### src/rtl/light_pkg.sv
`default_nettype none
// ============================================================================
//  Module      : light_pkg
//  Description : Shared state encoding, key codes and default timing for the
//                light keypad front end.
//  Revision    : 1.0
// ============================================================================
package light_pkg;

    typedef enum logic [1:0] {
        S_IDLE  = 2'd0,
        S_ENTRY = 2'd1,
        S_AUTH  = 2'd2,
        S_LOCK  = 2'd3
    } light_state_t;

    localparam logic [3:0]  c_key_clear               = 4'hF;
    localparam logic [15:0] c_default_pin             = 16'h1234;
    localparam int          c_default_max_attempts    = 3;
    localparam int          c_default_auth_cycles     = 100;
    localparam int          c_default_lock_cycles     = 50;
    localparam int          c_default_debounce_cycles = 4;

    function automatic logic is_digit(input logic [3:0] code);
        return (code <= 4'd9);
    endfunction

endpackage
`default_nettype wire

### src/rtl/light_debounce.sv
`default_nettype none
// ============================================================================
//  Module      : light_debounce
//  Description : Two-flop synchronizer, debounce counter and rising-edge pulse
//                for one asynchronous push-button.
//  Revision    : 1.0
// ============================================================================
module light_debounce
    import light_pkg::*;
#(
    parameter int DEBOUNCE_CYCLES = c_default_debounce_cycles
) (
    input  logic clk,
    input  logic reset,
    input  logic btn_raw,
    output logic pulse
);

    localparam int              c_cw      = (DEBOUNCE_CYCLES > 1) ? $clog2(DEBOUNCE_CYCLES) : 1;
    localparam logic [c_cw-1:0] c_cnt_max = c_cw'(DEBOUNCE_CYCLES - 1);

    logic            r_sync1;
    logic            r_sync2;
    logic            r_level;
    logic            r_level_d;
    logic [c_cw-1:0] r_cnt;

    // Counter only runs while the synchronized sample differs from the accepted level.
    always_ff @(posedge clk) begin
        if (reset) begin
            r_sync1   <= 1'b0;
            r_sync2   <= 1'b0;
            r_level   <= 1'b0;
            r_level_d <= 1'b0;
            r_cnt     <= '0;
        end else begin
            r_sync1   <= btn_raw;
            r_sync2   <= r_sync1;
            r_level_d <= r_level;
            if (r_sync2 == r_level) begin
                r_cnt <= '0;
            end else if (r_cnt == c_cnt_max) begin
                r_level <= r_sync2;
                r_cnt   <= '0;
            end else begin
                r_cnt <= r_cnt + c_cw'(1);
            end
        end
    end

    assign pulse = r_level & ~r_level_d;

endmodule
`default_nettype wire

### src/rtl/light_keypad_frontend.sv
`default_nettype none
// ============================================================================
//  Module      : light_keypad_frontend
//  Description : PIN entry with lockout, authorization window and debounced
//                on/off buttons gated by authorization.
//  Revision    : 1.0
// ============================================================================
module light_keypad_frontend
    import light_pkg::*;
#(
    parameter logic [15:0] PIN             = c_default_pin,
    parameter int          MAX_ATTEMPTS    = c_default_max_attempts,
    parameter int          AUTH_CYCLES     = c_default_auth_cycles,
    parameter int          LOCK_CYCLES     = c_default_lock_cycles,
    parameter int          DEBOUNCE_CYCLES = c_default_debounce_cycles
) (
    input  logic       clk,
    input  logic       reset,
    input  logic       key_valid,
    input  logic [3:0] key_code,
    input  logic       btn_on_raw,
    input  logic       btn_off_raw,
    output logic       keypad,
    output logic       onClick,
    output logic       offClick,
    output logic       locked,
    output logic [1:0] attempts
);

    localparam int              c_timer_max = (AUTH_CYCLES > LOCK_CYCLES) ? AUTH_CYCLES : LOCK_CYCLES;
    localparam int              c_tw        = $clog2(c_timer_max + 1);
    localparam logic [c_tw-1:0] c_auth_load = c_tw'(AUTH_CYCLES - 1);
    localparam logic [c_tw-1:0] c_lock_load = c_tw'(LOCK_CYCLES - 1);

    light_state_t    r_state,    w_state_nxt;
    logic [15:0]     r_entry,    w_entry_nxt;
    logic [2:0]      r_count,    w_count_nxt;
    logic [c_tw-1:0] r_timer,    w_timer_nxt;
    logic [1:0]      r_attempts, w_attempts_nxt;
    logic            r_keypad;
    logic            r_locked;
    logic            r_on_click;
    logic            r_off_click;

    logic            w_on_pulse;
    logic            w_off_pulse;
    logic            w_on_emit;
    logic            w_off_emit;
    logic            w_digit;
    logic            w_clear;
    logic [15:0]     w_entry_shift;

    light_debounce #(.DEBOUNCE_CYCLES(DEBOUNCE_CYCLES)) u_db_on (
        .clk     (clk),
        .reset   (reset),
        .btn_raw (btn_on_raw),
        .pulse   (w_on_pulse)
    );

    light_debounce #(.DEBOUNCE_CYCLES(DEBOUNCE_CYCLES)) u_db_off (
        .clk     (clk),
        .reset   (reset),
        .btn_raw (btn_off_raw),
        .pulse   (w_off_pulse)
    );

    always_ff @(posedge clk) begin
        if (reset) begin
            r_state     <= S_IDLE;
            r_entry     <= '0;
            r_count     <= '0;
            r_timer     <= '0;
            r_attempts  <= '0;
            r_keypad    <= 1'b0;
            r_locked    <= 1'b0;
            r_on_click  <= 1'b0;
            r_off_click <= 1'b0;
        end else begin
            r_state     <= w_state_nxt;
            r_entry     <= w_entry_nxt;
            r_count     <= w_count_nxt;
            r_timer     <= w_timer_nxt;
            r_attempts  <= w_attempts_nxt;
            r_keypad    <= (w_state_nxt == S_AUTH);
            r_locked    <= (w_state_nxt == S_LOCK);
            r_on_click  <= w_on_emit;
            r_off_click <= w_off_emit;
        end
    end

    always_comb begin
        w_state_nxt    = r_state;
        w_entry_nxt    = r_entry;
        w_count_nxt    = r_count;
        w_timer_nxt    = r_timer;
        w_attempts_nxt = r_attempts;
        w_digit        = key_valid && is_digit(key_code);
        w_clear        = key_valid && (key_code == c_key_clear);
        w_entry_shift  = {r_entry[11:0], key_code};
        // Simultaneous presses cancel each other rather than picking a winner.
        w_on_emit      = (r_state == S_AUTH) && w_on_pulse && !w_off_pulse;
        w_off_emit     = (r_state == S_AUTH) && w_off_pulse && !w_on_pulse;

        case (r_state)
            S_IDLE: begin
                if (w_digit) begin
                    w_entry_nxt = {12'h000, key_code};
                    w_count_nxt = 3'd1;
                    w_state_nxt = S_ENTRY;
                end
            end
            S_ENTRY: begin
                if (w_clear) begin
                    w_entry_nxt = '0;
                    w_count_nxt = '0;
                    w_state_nxt = S_IDLE;
                end else if (w_digit) begin
                    if (r_count == 3'd3) begin
                        w_entry_nxt = '0;
                        w_count_nxt = '0;
                        if (w_entry_shift == PIN) begin
                            w_state_nxt    = S_AUTH;
                            w_attempts_nxt = '0;
                            w_timer_nxt    = c_auth_load;
                        end else if (int'(r_attempts) + 1 >= MAX_ATTEMPTS) begin
                            w_state_nxt    = S_LOCK;
                            w_attempts_nxt = '0;
                            w_timer_nxt    = c_lock_load;
                        end else begin
                            w_state_nxt    = S_IDLE;
                            w_attempts_nxt = r_attempts + 2'd1;
                        end
                    end else begin
                        w_entry_nxt = w_entry_shift;
                        w_count_nxt = r_count + 3'd1;
                    end
                end
            end
            S_AUTH: begin
                if (w_clear) begin
                    w_timer_nxt = '0;
                    w_state_nxt = S_IDLE;
                end else if (w_on_emit || w_off_emit) begin
                    w_timer_nxt = c_auth_load;
                end else if (r_timer == '0) begin
                    w_state_nxt = S_IDLE;
                end else begin
                    w_timer_nxt = r_timer - c_tw'(1);
                end
            end
            S_LOCK: begin
                if (r_timer == '0) begin
                    w_state_nxt = S_IDLE;
                end else begin
                    w_timer_nxt = r_timer - c_tw'(1);
                end
            end
            default: begin
                w_state_nxt = S_IDLE;
            end
        endcase
    end

    assign keypad   = r_keypad;
    assign locked   = r_locked;
    assign onClick  = r_on_click;
    assign offClick = r_off_click;
    assign attempts = r_attempts;

endmodule
`default_nettype wire

### config.mk
export PLATFORM = sky130hd
export DESIGN_NAME = light_keypad_frontend
export DESIGN_NICKNAME = d
export VERILOG_FILES = /design/src/rtl/light_pkg.sv /design/src/rtl/light_debounce.sv /design/src/rtl/light_keypad_frontend.sv
export SDC_FILE = /design/constraint.sdc
export NUM_CORES = 1
export LEC_CHECK = 0
export CAP_MARGIN = 20
export CORE_ASPECT_RATIO = 1.1
export CORE_MARGIN = 3
export CORE_UTILIZATION = 45
export DETAILED_ROUTE_END_ITERATION = 7
export SLEW_MARGIN = 20
export SYNTH_ARGS = -nofsm -noshare
export SYNTH_HDL_FRONTEND = slang
export SYNTH_SLANG_ARGS = --single-unit
### constraint.sdc
create_clock -name clk -period 2.6 [get_ports clk]
set_input_delay 0.39 -clock clk [delete_from_list [all_inputs] [get_ports clk]]
set_output_delay 0.39 -clock clk [all_outputs]
set_load 0.05 [all_outputs]
# [Yosys cells after proc, flatten, opt, wreduce, memory -nomap -nowiden]
# Index checks and enable logic that the tools add are counted.
[word_totals] reg_bits=42 input_bits=9 out_inout_bits=6
[op_classes] n_addsub=6 order_cmp=2 n_eq_ne=18 muxes=31 bitwise=7 n_reduce_logical=20
[ops] operator="$mux 7" count=8
[ops] operator="$mux 12" count=4
[ops] operator="$pmux 12 s2" count=1
[ops] operator="$mux 2" count=11
[ops] operator="$pmux 7 s3" count=1
[ops] operator="$eq 16x13->1 const B" count=1
[ops] operator="$eq 2x2->1 const B" count=6
[ops] operator="$mux 3" count=4
[ops] operator="$ne 2x2->1 const B" count=4
[ops] operator="$pmux 2 s4" count=1
[ops] operator="$logic_not 7->1" count=1
[ops] operator="$sub 7x1->7 const B" count=1
[ops] operator="$add 2x1->2 const B" count=3
[ops] operator="$logic_and 1x1->1" count=6
[ops] operator="$ne 3x3->1 const B" count=2
[ops] operator="$pmux 3 s2" count=1
[ops] operator="$reduce_or 3->1" count=2
[ops] operator="$not 1->1" count=5
[ops] operator="$reduce_and 5->1" count=1
[ops] operator="$eq 4x4->1 const B" count=1
[ops] operator="$le 4x4->1 const B" count=1
[ops] operator="$reduce_and 2->1" count=2
[ops] operator="$reduce_and 4->1" count=1
[ops] operator="$add 2x1->3 const B" count=1
[ops] operator="other kinds (12)" count=15

# [Logic depth before layout (Yosys ltp)]
# Gate-level depths: netlist of run 1.
[depth] word_depth=9 ltp_mapped=8 mapped_depth_nobuf=7

# [Modules after synthesis]
# From an unflattened synthesis of run 1, not the netlist that was laid out.
[hier_totals] hier_cells=187 area_unflattened_um2=1879.3
[by_module_without_submodules] mod="light_keypad_frontend" instances=1 cells_each=155 area_each_um2=1476.4 seq_area_each_um2=600.6
[by_module_without_submodules] mod="light_debounce" instances=2 cells_each=16 area_each_um2=201.4 seq_area_each_um2=120.1

# [Least setup slack after synthesis of run 1]
# OpenSTA, ideal clock, no wires.
[synth_timing] path_type="input -> register" start="input key_code[3]" end="register r_timer[3]" t_arrival_ns=1.772 t_required_ns=2.467 setup_slack_ns=0.695 cell_stages=5 path_cell_list="or4b_1 -> o41a_1 -> o211ai_2 -> o31a_1 -> o22ai_1"
[synth_between] elab_chain_len=6 word_cells_on_any_way=15 classes_between="order compare (1); eq/ne (5); mux (6); reduce/logical (3)"
[synth_lines] element="from (decl)" line="light_keypad_frontend.sv:20" source="input logic [3:0] key_code,"
[synth_lines] element="$eq 16x13->1" line="light_keypad_frontend.sv:121" source="if (w_entry_shift == PIN) begin"
[synth_lines] element="$mux 7" line="light_keypad_frontend.sv:121"
[synth_lines] element="$mux 7" line="light_keypad_frontend.sv:118" source="if (r_count == 3'd3) begin"
[synth_lines] element="$mux 7" line="light_keypad_frontend.sv:117" source="end else if (w_digit) begin"
[synth_lines] element="$mux 7" line="light_keypad_frontend.sv:113" source="if (w_clear) begin"
[synth_lines] element="$pmux 7 s3" line="light_keypad_frontend.sv:104" source="case (r_state)"
[synth_lines] element="to (signal assigned)" line="light_keypad_frontend.sv:82" source="r_timer <= w_timer_nxt;"
[synth_lines] element="to (decl)" line="light_keypad_frontend.sv:38" source="logic [c_tw-1:0] r_timer, w_timer_nxt;"
# Several ways; a longest one is shown, not always the timed one. The select of a mux whose other input is x is not followed.
# A chain may end at the register's enable or synchronous reset.

# [Worst setup path in the final report of run 1]
[layout_timing] start="input key_code[3]" end="register r_timer[2]"
# The elaborated chain is that of the path after synthesis.

==> metrics.yaml, run 1 <==
max_slew.worst_pin.slew_ps: 555
rows: 24
yosys_warnings: 0
place_ws_ps: 93.7
post_cts_buffers: 0
final_nets: 237
wl_per_cell_um: 13.4
cts_inserted_buffers: 5
initialDrtViolationCount: 54
drt-vias-per-instance: 5.64
cp_top_family: "compound AO/OA/AOI/OAI gates"
worstSetupStartpointType: "primary input"
holdCritPathClass: "reg2reg"
hold_violations: 0
drive_above_1_share: 0.0625
die_h_um: 73.8
synth_edf_count: 0
rrSetupSlack_ps: 610
diodes: 0
first_global_vias: 1433
synth.net_count: 222
finalSetupTns_ps: 0
cts_tree: "yes"
die_area_mm2: 0.00500
fin_skew_ps: 5.68
synth_cell_types: 53
worstHoldEndpoint: "u_db_on.r_cnt[0]$_SDFF_PP0_"
path_class: "in2reg"
reg2reg_depth: 5
start_util: 0.471
ant_nets: 0
required_ps: 2760
worstPathMaxFanout: 6
dp.final_hpwl_um: 2730
cts_htree_levels: 2
setup_slack_ps: 393
via_count: 1557
detail_route.first_pass.iterations: 4
grt_pass1_wl_um: 6230
grt-ovfl-total: 0
crit_buf_inv: 1
critical_path.slowest_cell: "or4b_1"
ioPinCount: 15
p_per_area_mw_per_mm2: 530
routed_wl_um: 3700
end_kind: "register"
syn_area_per_cell_um2: 9.05
cts-root-buf: "clkbuf_8"
cts.sinks: 42
drv_slew: 0
hold_path_depth: 1
final-seq-area_um2: 841
syn_to_final_growth_pct: 14.7
cts_resized: 0
ys_seq_area_frac: 0.447
max_slew_margin: 0.628
worstPathArrival_ps: 2360
synthArstFlopShare: 0
multi_input_area_um2: 967
clkTransAtPathRegs_ps: 80
r2r_start: "r_entry[4]$_SDFFE_PP0P_"
fin_total_pwr_mw: 1.15
clkLatencyLatePin_ps: 290
setup_viol: 0
cap_violations: 0
fmax_ghz: 0.453
synth_cells: 208
period_needed_ps: 2210
outcome: "finished, final reports clean"
synth-main-ff-cell: "dfxtp_1"
antenna_found_initial: 0
worstPathCellList: "clkdlybuf4s50_1 > or4b_1 > o41a_1 > o211ai_2 > o31a_1 > o22ai_1"
nFillCells: 385
clk_path_buf_depth: 2
slowest_delay_ps: 560
portBuffers: 14
core_mm2: 0.00399
grt_max_degree: 36
cts_hold_buf: 0
ys_seq_elements: 42
netlist_area_mm2: 0.00188
route.detailed.drc: 0
grt_use_total: 0.163
rsz0062_at_grt: "no"
gp_congestion: 0.748
fin_crit_sh: 0.849
leakage_nw: 0.805
die_x_um: 67.7
min_from: "u_db_on.r_cnt[0]$_SDFF_PP0_"
ir_worst_vdd_uv: 456
timing.rr.end: "r_timer[2]$_SDFFE_PP0P_"
per-stage QoR:
step,hold WS [ps],cells,utilization,cell area [um^2]
floorplan,397,208,-,1880
global placement,404,268,0.519,2070
detailed placement,409,268,0.519,2070
CTS,423,276,0.541,2160
global route,439,276,0.541,2160
finish,420,276,0.541,2160
flip-flops by register name (all words and copies together), names as in the netlist:
| signal | flops |
|---|---|
| r_entry | 12 |
| r_timer | 7 |
| r_count | 3 |
| attempts | 2 |
| r_state | 2 |
| u_db_off.r_cnt | 2 |
| u_db_on.r_cnt | 2 |
| keypad | 1 |
| locked | 1 |
| offClick | 1 |
| onClick | 1 |
| u_db_off.r_level | 1 |
| u_db_off.r_level_d | 1 |
| u_db_off.r_sync1 | 1 |
| u_db_off.r_sync2 | 1 |
| u_db_on.r_level | 1 |
| u_db_on.r_level_d | 1 |
| u_db_on.r_sync1 | 1 |
| u_db_on.r_sync2 | 1 |
metal layers:
metal / up-vias / global-route usage / wire length [um]
met5: - / 0 / 0
li1: 774 / - / -
met4: 0 / 0.0563 / 56
met1: 735 / 0.194 / 1660
met2: 39 / 0.280 / 1810
met3: 9 / 0.0443 / 186
report_power, final:
group | internal (mW) | leakage, nW | total [mW] | switching (mW)
logic | 0.0341 | 0.419 | 0.0772 | 0.0431
registers | 0.654 | 0.340 | 0.660 | 0.00685
clock network | 0.189 | 0.0452 | 0.408 | 0.218
logic make-up after synthesis:
kind of cell,synth area share
AO/OA/AOI/OAI,0.193
XOR/XNOR,0.0233
adder cells (fa/ha/maj),0.0332
buffers and inverters,0.0399
flip-flops,0.447
multiplexers,0.0485
AND/OR/NAND/NOR,0.215
cells in the final DEF (no fill, tap or decap), types with 7 or more instances in the layout:
cell and n:
clkdlybuf4s50_1 14, inv_1 9, a21oi_1 10, nand2_1 8, a22oi_1 8, nor2_1 28, dfxtp_1 42, mux2i_1 8
nor2b_1 8, nand3_1 7
final cells by class:
| type | count | share of cell area |
|---|---|---|
| Timing Repair Buffer | 17 | 0.0753 |
| Clock buffer | 6 | 0.0336 |
| Clock inverter | 2 | 0.00637 |
| Inverter | 10 | 0.0174 |
| Sequential cell | 42 | 0.389 |
| Tap cell | 52 | 0.0301 |
| Multi-Input combinational cell | 147 | 0.448 |
synthesized netlist by cell type, types with 3 or more instances:
cell / instances / share of area
dfxtp_1: 42 / 0.45
nor2_1: 28 / 0.056
a21oi_1: 10 / 0.027
inv_1: 9 / 0.018
a22oi_1: 8 / 0.032
mux2i_1: 8 / 0.043
nand2_1: 8 / 0.016
nor2b_1: 8 / 0.027
nand3_1: 7 / 0.019
clkbuf_1: 5 / 0.010
ha_1: 5 / 0.033
nor3_1: 5 / 0.013
o21ai_0: 5 / 0.013
a21boi_0: 4 / 0.016
o21ai_1: 4 / 0.011
xnor2_1: 4 / 0.019
buf_2: 3 / 0.0080
worst max-delay path by stage:
stage,cells past startpoint,slack (ps),endpoint,start
finish,6,390,r_timer[2]$_SDFFE_PP0P_,key_code[3]
detailed placement,6,90,r_timer[2]$_SDFFE_PP0P_,key_code[3]
CTS,6,400,r_timer[2]$_SDFFE_PP0P_,key_code[3]
global route,6,260,r_timer[3]$_SDFFE_PP0P_,key_code[3]
global placement,6,160,r_timer[3]$_SDFFE_PP0P_,key_code[3]
floorplan,5,690,r_timer[3]$_SDFFE_PP0P_,key_code[3]
No activity file was read; power rests on OpenSTA's default activity.
==> run 2: changes to the inputs <==
Settings changed: PLACE_DENSITY set to 0.67.
Clock period 2.6 ns to 1.9 ns, I/O delays scaled along.
==> metrics.yaml, run 2 (synthesis gave the netlist of run 1 again) <==
outcome: "finished with violations"
violations: "negative setup slack"
top_regs: "r_entry x12, r_timer x7, r_count x3"
syn_to_final_growth_pct: 29.2
route.detailed.drc: 0
timing.rr.end: "r_timer[2]$_SDFFE_PP0P_"
hold_violations: 0
finalSetupTns_ps: -113
final-seq-area_um2: 843
wl_per_cell_um: 13.7
r2r_start: "r_entry[2]$_SDFFE_PP0P_"
cts.sinks: 42
grt-ovfl-total: 0
largest_reg_flops: 12
largest_register: "r_entry"
detail_route.first_pass.iterations: 4
holdCritPathClass: "reg2reg"
cap_violations: 0
drv_slew: 0
grt_use_total: 0.189
p_per_area_mw_per_mm2: 714
clkTransAtPathRegs_ps: 80
die_area_mm2: 0.00500
critical_path.slowest_cell: "o41a_1"
max_slew.worst_pin.slew_ps: 511
antenna_found_initial: 0
layout_commonest_cell: "dfxtp_1"
ant_nets: 0
worstPathMaxFanout: 5
min_from: "u_db_on.r_cnt[0]$_SDFF_PP0_"
setup_slack_ps: -67.2
finalNonFillerCells: 304
grt_pass1_wl_um: 7180
worstSetupStartpointType: "register"
leakage_nw: 0.969
diodes: 0
core_mm2: 0.00399
period_needed_ps: 1970
fin_total_pwr_mw: 1.74
worstHoldEndpoint: "u_db_on.r_cnt[0]$_SDFF_PP0_"
ir_worst_vdd_uv: 517
dp.final_hpwl_um: 3010
required_ps: 2090
multi_input_area_mm2: 0.00101
fmax_ghz: 0.508
cts_htree_levels: 2
nFillCells: 353
max_slew_margin: 0.659
end_kind: "register"
cts_tree: "yes"
initialDrtViolationCount: 123
cts_inserted_buffers: 5
rsz0062_at_grt: "yes"
drive_above_1_share: 0.206
die_h_um: 73.8
fin_skew_ps: 4.79
slowest_delay_ps: 540
ioPinCount: 15
gp_congestion: 0.756
layout_common_cells: "dfxtp_1 (40), buf_4 (31), nor2_1 (28)"
cts-root-buf: "clkbuf_8"
final_nets: 265
routed_wl_um: 4170
clkLatencyLatePin_ps: 300
grt_max_degree: 16
die_x_um: 67.7
clk_path_buf_depth: 2
worstPathArrival_ps: 2150
via_count: 1652
place_ws_ps: -446
setup_viol: 5
worstPathCellList: "or4_4 > o41a_1 > o211ai_2 > o31a_1 > o22ai_2"
reg2reg_depth: 5
final_util: 0.609
hold_path_depth: 1
fin_crit_sh: 1.04
portBuffers: 14
cts_hold_buf: 0
place_inst: 294
path_class: "reg2reg"
first_global_vias: 1609
rows: 24
drt-vias-per-instance: 5.43
start_util: 0.471
rrSetupSlack_ps: -70
## run 2: cell count changes in the layout (fill, tap and decap cells not counted), sizes merged
cell           before  now
buf                 3   31
bufinv              0    1
clkdlybuf4s50      14   10
clkinv              3    1
clkinvlp            0    1
dlygate4sd2         0    3
dlymetal6s2s        0    1
## run 2: final cells by class
| class | instances | share of cell area |
|---|---|---|
| clock buffers | 6 | 0.0298 |
| clock inverters | 2 | 0.0154 |
| inverters | 10 | 0.0154 |
| multi-input cells | 147 | 0.413 |
| flip-flops and latches | 42 | 0.347 |
| well taps | 52 | 0.0267 |
| repair buffers | 45 | 0.153 |
## run 2: worst max-delay path by stage
stage               cells past startpoint  slack, ps                     start                       to
floorplan                               5         60   r_entry[2]$_SDFFE_PP0P_  r_timer[3]$_SDFFE_PP0P_
global placement                        6       -440               key_code[3]  r_timer[2]$_SDFFE_PP0P_
detailed placement                      6       -450               key_code[3]  r_timer[3]$_SDFFE_PP0P_
CTS                                     5        -30  r_entry[11]$_SDFFE_PP0P_  r_timer[3]$_SDFFE_PP0P_
global route                            5       -120   r_entry[2]$_SDFFE_PP0P_  r_timer[0]$_SDFFE_PP0P_
finish                                  5        -70   r_entry[2]$_SDFFE_PP0P_  r_timer[2]$_SDFFE_PP0P_
## run 2: layer usage
metal  vias to the layer above  part of all wire  GRT usage
met5                         -                 0          0
met4                         0             0.026     0.0901
met3                        11             0.024     0.0321
met2                        22              0.51      0.324
met1                       786              0.44      0.226
li1                        833                 -          -
## run 2: what timing repair did
action                     CTS  global route
setup endpoints to repair   10            13
resized for setup           11             6
pin swaps                    6             8
buffers inserted             1             1
## run 2: through the flow
step / area [um^2] / hold WS, ps
after detailed placement: 2270 / 411
after global placement: 2270 / 405
after global routing: 2430 / 443
final: 2430 / 418
after floorplan: 1880 / 397
after CTS: 2410 / 425
## run 2: where the power goes
group	internal, mW	switching, mW	total (mW)
combinational	0.0657	0.0688	0.135
sequential	0.894	0.00798	0.902
clock	0.392	0.308	0.700
## run 2: critical path, delay by kind of cell, from the launching register on
kind               cells  cell delay, ps
and+or+nand+nor        1             510
DFF                    1             320
AOI/OAI and AO/OA      4            1030
